`config.mk`:
```
export PLATFORM = sky130hd
export DESIGN_NAME = avalon_st_pkt_arbiter
export DESIGN_NICKNAME = d
export VERILOG_FILES = /design/src/rtl/avalon_st_pkt_arbiter.sv
export SDC_FILE = /design/constraint.sdc
export NUM_CORES = 1
export LEC_CHECK = 0
export CAP_MARGIN = 20
export CORE_AREA = 2 2 166 168
export DETAILED_ROUTE_END_ITERATION = 7
export DIE_AREA = 0 0 168 170
export REMOVE_ABC_BUFFERS = 1
export SYNTH_ARGS = -nofsm -noshare
export SYNTH_HDL_FRONTEND = slang
export SYNTH_SLANG_ARGS = --single-unit
```
`constraint.sdc`:
```
create_clock -name clk -period 4.45 [get_ports clk]
set_input_delay 0.445 -clock clk [delete_from_list [all_inputs] [get_ports clk]]
set_output_delay 0.445 -clock clk [all_outputs]
set_load 0.02 [all_outputs]
```
`src/rtl/avalon_st_pkt_arbiter.sv`:
```
// rtl/avalon_st_pkt_arbiter.sv - packet-locked round-robin arbiter for Avalon-ST sources
module avalon_st_pkt_arbiter #(
    parameter int WIDTH       = 64,
    parameter int EMPTY_WIDTH = $clog2(WIDTH / 8),
    parameter int NUM_IN      = 4,
    parameter int SEL_W       = $clog2(NUM_IN)
) (
    input  logic                                  clk,
    input  logic                                  rst,
    input  logic [NUM_IN-1:0][WIDTH-1:0]          in_data,
    input  logic [NUM_IN-1:0]                     in_valid,
    output logic [NUM_IN-1:0]                     in_ready,
    input  logic [NUM_IN-1:0]                     in_sop,
    input  logic [NUM_IN-1:0]                     in_eop,
    input  logic [NUM_IN-1:0][EMPTY_WIDTH-1:0]    in_empty,
    output logic [WIDTH-1:0]                      out_data,
    output logic                                  out_valid,
    input  logic                                  out_ready,
    output logic                                  out_sop,
    output logic                                  out_eop,
    output logic [EMPTY_WIDTH-1:0]                out_empty,
    output logic [SEL_W-1:0]                      out_channel,
    output logic                                  busy,
    output logic [NUM_IN-1:0][15:0]               pkt_count,
    output logic [NUM_IN-1:0]                     err_sop
);

    typedef enum logic {IDLE, LOCKED} state_t;

    state_t                    state_q;
    logic [SEL_W-1:0]          grant_q;
    logic [SEL_W-1:0]          rr_ptr_q;
    logic                      first_beat_q;
    logic [NUM_IN-1:0][15:0]   pkt_count_q;
    logic [NUM_IN-1:0]         err_sop_q;

    logic [NUM_IN-1:0]         req;
    logic [SEL_W-1:0]          idx;
    logic [SEL_W-1:0]          grant_d;
    logic                      found_d;
    logic                      locked;
    logic                      xfer;

    // First requester at or after rr_ptr, wrapping modulo NUM_IN.
    always_comb begin
        req     = in_valid & in_sop;
        grant_d = '0;
        found_d = 1'b0;
        idx     = '0;
        for (int k = 0; k < NUM_IN; k++) begin
            idx = SEL_W'((int'(rr_ptr_q) + k) % NUM_IN);
            if (!found_d && req[idx]) begin
                found_d = 1'b1;
                grant_d = idx;
            end
        end
    end

    assign locked      = (state_q == LOCKED);
    assign out_data    = in_data[grant_q];
    assign out_empty   = in_empty[grant_q];
    assign out_valid   = locked & in_valid[grant_q];
    assign out_sop     = locked & in_sop[grant_q];
    assign out_eop     = locked & in_eop[grant_q];
    assign out_channel = grant_q;
    assign busy        = locked;
    assign pkt_count   = pkt_count_q;
    assign err_sop     = err_sop_q;
    assign xfer        = out_valid & out_ready;

    always_comb begin
        in_ready = '0;
        if (locked) begin
            in_ready[grant_q] = out_ready;
        end
    end

    always_ff @(posedge clk) begin
        if (rst) begin
            state_q      <= IDLE;
            grant_q      <= '0;
            rr_ptr_q     <= '0;
            first_beat_q <= 1'b0;
            pkt_count_q  <= '0;
            err_sop_q    <= '0;
        end else begin
            case (state_q)
                IDLE: begin
                    if (found_d) begin
                        grant_q      <= grant_d;
                        first_beat_q <= 1'b1;
                        state_q      <= LOCKED;
                    end
                end
                LOCKED: begin
                    if (xfer) begin
                        first_beat_q <= 1'b0;
                        // A fresh SOP inside a locked packet is flagged but still forwarded.
                        if (in_sop[grant_q] && !first_beat_q) begin
                            err_sop_q[grant_q] <= 1'b1;
                        end
                        if (in_eop[grant_q]) begin
                            state_q               <= IDLE;
                            rr_ptr_q              <= (grant_q == SEL_W'(NUM_IN - 1)) ? '0 : grant_q + 1'b1;
                            pkt_count_q[grant_q]  <= pkt_count_q[grant_q] + 16'd1;
                        end
                    end
                end
                default: state_q <= IDLE;
            endcase
        end
    end

endmodule

```
# ---- Word-level counts from Yosys, hierarchy flattened
# Cells that the tools add are included.
dict set report word_totals {
  output_inout_bits 145
  register_bits 74
}
dict set report classes {
  n_bitwise 8
  eq_ne 3
  magnitude_cmp 6
  muxes 42
  n_addsub 5
  reduce_logical 13
}
# op count
set ops {}
lappend ops {{$bmux 64 s2} 1}
lappend ops {{$bwmux 64} 1}
lappend ops {{$mux 64} 1}
lappend ops {{$bmux 16 s2} 1}
lappend ops {{$demux 16 s2} 1}
lappend ops {{$mux 16} 2}
lappend ops {{$mux 1} 17}
lappend ops {{$add 16x1->16 const B} 1}
lappend ops {{$lt 2x3->1 const B} 5}
lappend ops {{$bmux 1 s2} 7}
lappend ops {{$mux 2} 5}
lappend ops {{$and 4x4->4} 2}
lappend ops {{$bmux 3 s2} 1}
lappend ops {{$reduce_and 3->1} 2}
lappend ops {{$logic_and 1x1->1} 5}
lappend ops {{$add 2x1->2 const B} 2}
lappend ops {{$add 2x2->2 const B} 2}
lappend ops {{$and 1x1->1} 4}
lappend ops {{$logic_not 1->1} 4}
lappend ops {{$mux 4} 1}
lappend ops {{$or 4x4->4} 1}
lappend ops {{$pmux 1 s2} 2}
lappend ops {{$reduce_and 2->1} 2}
lappend ops {{$mux 3} 1}
lappend ops {{6 further kinds} 6}

# ---- Depth between registers and ports, before layout
dict set report logic_depth {
  word_depth 15
  ltp_mapped 12
  depth_no_buf 6
}

# ---- Worst setup path after synthesis
# No wires, ideal clock.
dict set report synth_path {
  path_type {register -> register}
  from {register grant_q[1] (netlist: out_channel[1])}
  to {register pkt_count_q, in the netlist pkt_count[10]}
  synth_period_minus_slack_ns 2.653
  slack_ns 1.797
  stages_incl_launch_ff 12
  arrival_ns 2.567
  cell_sequence {dfxtp_1 -> buf_6 -> buf_12 -> buf_2 -> buf_2 -> buf_1 -> inv_1 -> ha_1 -> and4_1 -> buf_2 -> buf_2 -> a211oi_1}
}
dict set report synth_between {
  elab_chain_len 5
  elab_cells_between_ends 16
  cone_classes {add/sub: 1; order compare: 2; mux: 9; bitwise: 2; reduce/logical: 2}
}
# element line
set synth_rtl {}
lappend synth_rtl {{start, declared} 31} ;# logic [SEL_W-1:0] grant_q;
lappend synth_rtl {{start signal, assigned} 90} ;# grant_q <= grant_d;
lappend synth_rtl {{parallel branches: the longest is 5 deep, another holds $add 16x1->16} --}
lappend synth_rtl {{end signal, assigned by index} 105} ;# pkt_count_q[grant_q] <= pkt_count_q[grant_q] + 16'd1;
lappend synth_rtl {{end, declared} 34} ;# logic [NUM_IN-1:0][15:0] pkt_count_q;
# Several ways; the timed one is not identified. The select of a mux whose other input is x is not followed.
# A chain may end at the register's enable or synchronous reset.

# ---- Final worst setup path
dict set report layout_path {
  from {register grant_q[0] (netlist: out_channel[0])}
  to {output port out_data[59]}
}
dict set report layout_between {
  elab_chain_len 2
}
# element line
set layout_rtl {}
lappend layout_rtl {{$bmux 64 s2} 60} ;# assign out_data = in_data[grant_q];
lappend layout_rtl {{$mux 64 (implied by the code)} 60}
lappend layout_rtl {{end, declared} 16} ;# output logic [WIDTH-1:0] out_data,
# Every way passes these cells. The select of a mux whose other input is x is not followed.

==> run metrics <==
Synth Area in Simple Gates=0.144; total wire length=28800 µm; kind of critical path=flop to primary output; CTS clock-pin slew for the worst setup and hold paths=60 ps; IO Pins=between 400 and 500; met1 Usage GRT=0.256; Yosys reg bits=74; adder-cell share of the synthesized area=0.0120; largest family of logic cells by synthesized area=multiplexers; largest net degree at the start of global routing=a little over 60; min cycle time layout=3420 ps; Crit. End Element=primary output; peak-usage layer in the global routing report=met2; main area contributors after synthesis=mux4_2, dfxtp_1, a211oi_1, nor2_1, mux2i_1; Nets=1134; vias per cell=approximately 4.8; Fillers=2551; Tot Pwr=2.31 mW; Total GRT Usage=0.193; Slowest cell on crit path=dfxtp_4; Rows=60; Initial Utilization=0.195; final hold vios=0; area of the core=26700 µm²; setup repair bufs after CTS=0; Synth Area in XOR/XNOR=0.0219; Final Setup Violations=0; max cap viols=0; PwrDens=229 nW/µm²; Worst Path Buf+Inv=2; ordered cell list for the critical path=buf_4, mux4_2, clkdlybuf4s50_1; Pre-Repair DR Iteration Count=4; clk sinks=74; most frequent cells in the layout=clkdlybuf4s50_1, mux4_2, nor2_1; Max H-tree Level=3; post-synthesis mux area share=0.402; number of synthesized flops with an enable pin=0; outcome=complete, no violations; CTS buffer count=9; hold buffers post-CTS=0; Mean Syn Cell Area=11.8 µm²; non-filler cells in the finished layout=roughly 1200; hold depth=2; Lkg Pwr=between 3 and 4 nW; layout cells sized above 1=0.143; Seq/Total Area, Yosys=0.285; P&R area growth vs syn=94.2%; clock skew=between 6 and 7 ps; dpl cell area=around 9800 µm²; dominant cell type by area after synthesis=mux4_2; CP Launch Type=flop; headroom to the max-slew limit=0.348; Tcrit/Tclk final=0.768; top-area cell type share of the netlist area=0.346; grt ovf=0; clk root buf=clkbuf_16; stages on the worst setup path=3; initial DRC count=between 200 and 250; Final ANT Viol Nets=0; Top delay family on crit path=buffers and inverters; critical path's largest stage delay=960 ps; Placer Congestion=approximately 0.87; Die ar.=between 20000 and 30000 µm²; initial antenna violation count=8; DP Cell Count=1176; die height=170 µm; RSZ-0062 raised after global routing=no; global-route wire length before repair=40000 µm; Worst Reg-to-Reg Cells=5; path type of the worst min-delay path=flop to flop; Max rail drop VDD=131 µV; IO buf count=427; HPWL after detailed placement=between 20000 and 25000 µm; Die W=168 µm; Final Max Tran Viols=0; CTS tree=done; Post-Syn Area=5210 µm²; Worst Path Max Fanout=between 50 and 60; post-synthesis compound-gate area fraction=0.0908; CTS Buffer Depth=2; commonest non-fill, non-tap cell in the layout=clkdlybuf4s50_1; vias in the first global route=5689; via count=5737; met2 global-route usage=0.302; Async SR Flop Fraction=0; CP required=4010 ps; GR Util met3=0.0593; Design Area, Final=10100 µm²; Remaining DRCs=0; Top FF cell, synth=dfxtp_1; f_max=just under 300 MHz; Netlist cell types=38; Synth Instances=440; WL per Instance=24.1 µm; Setup TNS=0 ps; synth warn=0; Clock Latency Late Sink=340 ps; measured slew at the worst slew-check pin=slightly below 1000 ps; WP data arrival=2970 ps; Post-CTS Resized=0
==> synthesized netlist by cell type, types with 3 or more instances <==
| cell | number |
|---|---|
| dfxtp_1 | 74 |
| ha_1 | 5 |
| mux2i_1 | 15 |
| nor4_2 | 5 |
| mux4_1 | 5 |
| buf_2 | 18 |
| nor2_1 | 76 |
| nand2_1 | 12 |
| and3_1 | 9 |
| nor4_4 | 3 |
| xnor2_1 | 13 |
| and4_1 | 4 |
| mux4_2 | 80 |
| a211oi_1 | 48 |
| clkbuf_1 | 17 |
| a21oi_1 | 14 |
| inv_1 | 5 |
| nor3_1 | 4 |
| and2_1 | 5 |
| nand3_1 | 3 |
==> metal layers <==
| metal | share of wire | vias up | wire (µm) |
|---|---|---|---|
| met5 | 0.0027 | - | 79 |
| met4 | 0.020 | 12 | 571 |
| met3 | 0.083 | 39 | 2390 |
| met2 | 0.47 | 276 | 13400 |
| met1 | 0.43 | 2844 | 12400 |
| li1 | - | 2566 | - |
==> sequential cells by signal, indices dropped and copies added (netlist names) <==
name and flops:
err_sop 4, out_channel 2, first_beat_q 1, busy 1, pkt_count 64, rr_ptr_q 2
==> cell type report <==
class / instances / area (µm²) / share of cell area
Tap cell: 341 / 427 / 0.0422
Clock inverter: 7 / 92.6 / 0.00916
Clock buffer: 9 / 225 / 0.0223
Sequential cell: 74 / 1490 / 0.147
Inverter: 5 / 18.8 / 0.00186
Antenna cell: 2 / 5.00 / 0.000495
Timing Repair Buffer: 436 / 4360 / 0.431
Multi-Input combinational cell: 320 / 3490 / 0.346
==> cells by family after synthesis <==
family | count (synthesis)
compound gates | 67
simple gates | 134
xor+xnor | 13
mux | 101
buf+inv | 46
flops | 74
fa+ha+maj | 5
==> power by group <==
group / total, mW / internal, mW / switching, mW
combinational: 0.819 / 0.507 / 0.312
sequential: 0.717 / 0.673 / 0.0439
clock: 0.778 / 0.490 / 0.289
==> worst min-delay path, stage by stage, from the launching register on <==
cell and delay [ps]:
dfxtp_1 330, a21oi_1 40, nor2_1 70
==> metrics by stage <==
step	utilization	hold slack, ps	setup WS (ps)
3_5_place_dp	0.367	462	1350
3_3_place_gp	0.366	450	1370
6_report	0.379	478	1030
2_1_floorplan	-	452	-1020
4_1_cts	0.379	478	986
5_1_grt	0.379	518	838
==> path summary, 6_finish.rpt <==
| path | startpoint | endpoint | slack [ps] |
|---|---|---|---|
| max | out_channel[0] | out_data[59] | 1030 |
| min | err_sop[2] | err_sop[2] | 480 |
| max reg2reg | out_channel[1] | pkt_count[39] | 1470 |
| min reg2reg | err_sop[2] | err_sop[2] | 480 |
No activity file was read; power rests on OpenSTA's default activity.
==> RTL edit (same flow settings) <==
`NUM_IN`: 4 -> 2.
--- a/src/rtl/avalon_st_pkt_arbiter.sv
+++ b/src/rtl/avalon_st_pkt_arbiter.sv
@@ -3,5 +3,5 @@
     parameter int WIDTH       = 64,
     parameter int EMPTY_WIDTH = $clog2(WIDTH / 8),
-    parameter int NUM_IN      = 4,
+    parameter int NUM_IN      = 2,
     parameter int SEL_W       = $clog2(NUM_IN)
 ) (
Interface: changed (9 resized); port bits go from 428 to 251. The function was not compared with the original's and may differ.
==> RTL edit against the original RTL <==
Sequential cell count fell by 36. First-iteration DRC count is 12% higher. Worst setup slack improved by 0.28 ns. Sequential share of layout area fell by 1.5 points. Worst hold slack got worse by 0.00076 ns. Design area decreased by 43%. Largest power group unchanged. Wire length is 51% lower. Sequential power is 50% lower. Global-route usage down 9.6 points. Area after synthesis shrank 46%. Total power shrank 52%.
==> RTL edit: results (changes against the original RTL) <==
yosysUniqueCellTypes: 37  # -2.6%
grt_util_met3: 0.0265  # -0.0328
ff2ff_setup_slack_ns: 1.86  # +0.39 ns
synth-compound-area-share: 0.105  # +0.0143
final_nets: 702  # -38%
fin_worst_skew_ns: 0.00462  # -0.00160 ns
vdd_drop_max_uv: 137  # +4.5%
worstPathArrival_ns: 2.69  # -0.28 ns
hold_ws_ns: 0.477  # -0.000758 ns
antenna_cells: 0  # -2
clk_pin_slew_worst_paths_ns: 0.06  # about the same
gp_congestion: 0.823  # -5.0%
yosys-top-cells-count: "mux2_2, dfxtp_1, nand2_1, nor2_1, a21oi_1"
grt_pass1_vias: 3335  # -41%
hpwlAfterDp_mm: 11.5  # -51%
holdPathEnd: "pkt_count[11]"
grt_max_degree: 73  # +18%
r2r-end: "pkt_count[14]"
cts.htree.levels: 2  # -1
pre_cts_ws_ns: 1.63  # +0.281 ns
p_per_area_nw_per_um2: 191  # -17%
r2r_cells: 8  # +3
dp.cells: 892  # -24%
synth_cells: 318  # -28%
grt_use_total: 0.0963  # -0.0962
wirelength_mm: 14.1  # -51%
viasPerCell: 3.56  # -26%
grtUsageMet1: 0.135  # -0.121
slew_headroom: 0.362  # +0.0139
avgRoutedWirePerCell_um: 15.7  # -35%
p_leak_nw: 1.96  # -41%
io_buffers: 250  # -41%
ys_seq_area_frac: 0.272  # -0.0124
cts_buffers: 5  # -4
met1Wirelength_mm: 6.87  # -44%
insertion_delay_ns: 0.28  # -0.06 ns
synth_xor_area_frac: 0.0470  # +0.0251
fillers: 2892  # +13%
gr-usage-met2: 0.155  # -0.147
antenna_found_initial: 0  # -8
hp-start: "pkt_count[11]"
pwr-share-clk: 0.303  # -0.033
grt_pass1_wl_mm: 21.0  # -48%
drive_gt1_frac: 0.161  # +0.0179
ys_top_cells_by_area: "mux2_2, dfxtp_1, nand2_1, mux2i_1, a21oi_1"
p_switching_uw: 306  # -52%
outcome: "complete, no violations"
reg2reg_from: "out_channel"
drt_iter0_markers: 280  # +12%
yosys.area_share.adder: 0.00448  # -0.00754
power.share.sequential: 0.326  # +0.016
top_layer: "met3"
place_area_um2: 5650  # -42%
==> RTL edit: cell count changes after synthesis, moves of 14 or more <==
cell | unedited run | this run
a211oi_1 | 48 | 4
nand2_1 | 12 | 37
nand3_1 | 3 | 17
mux4_2 | 80 | 0
nor2_1 | 76 | 25
dfxtp_1 | 74 | 38
mux2_2 | 1 | 70
==> RTL edit: layout make-up <==
cell class	instances	area, um2	area share
multi-input cells	253	1900	0.329
flip-flops and latches	38	764	0.132
inverters	5	18.8	0.00324
repair buffers	255	2540	0.439
well taps	341	427	0.0737
clock inverters	2	10.0	0.00173
clock buffers	5	125	0.0216
==> RTL edit: worst max path at each step <==
stage           startpoint  slack, ns  depth (start not counted)             to
4_1_cts        out_channel       1.32                          3    out_data[4]
3_5_place_dp   out_channel       1.63                          3    out_data[4]
5_1_grt        out_channel       1.19                          3    out_data[4]
2_1_floorplan  out_channel       0.06                          5  pkt_count[31]
6_report       out_channel       1.31                          3    out_data[4]
3_3_place_gp   out_channel       1.64                          3    out_data[4]
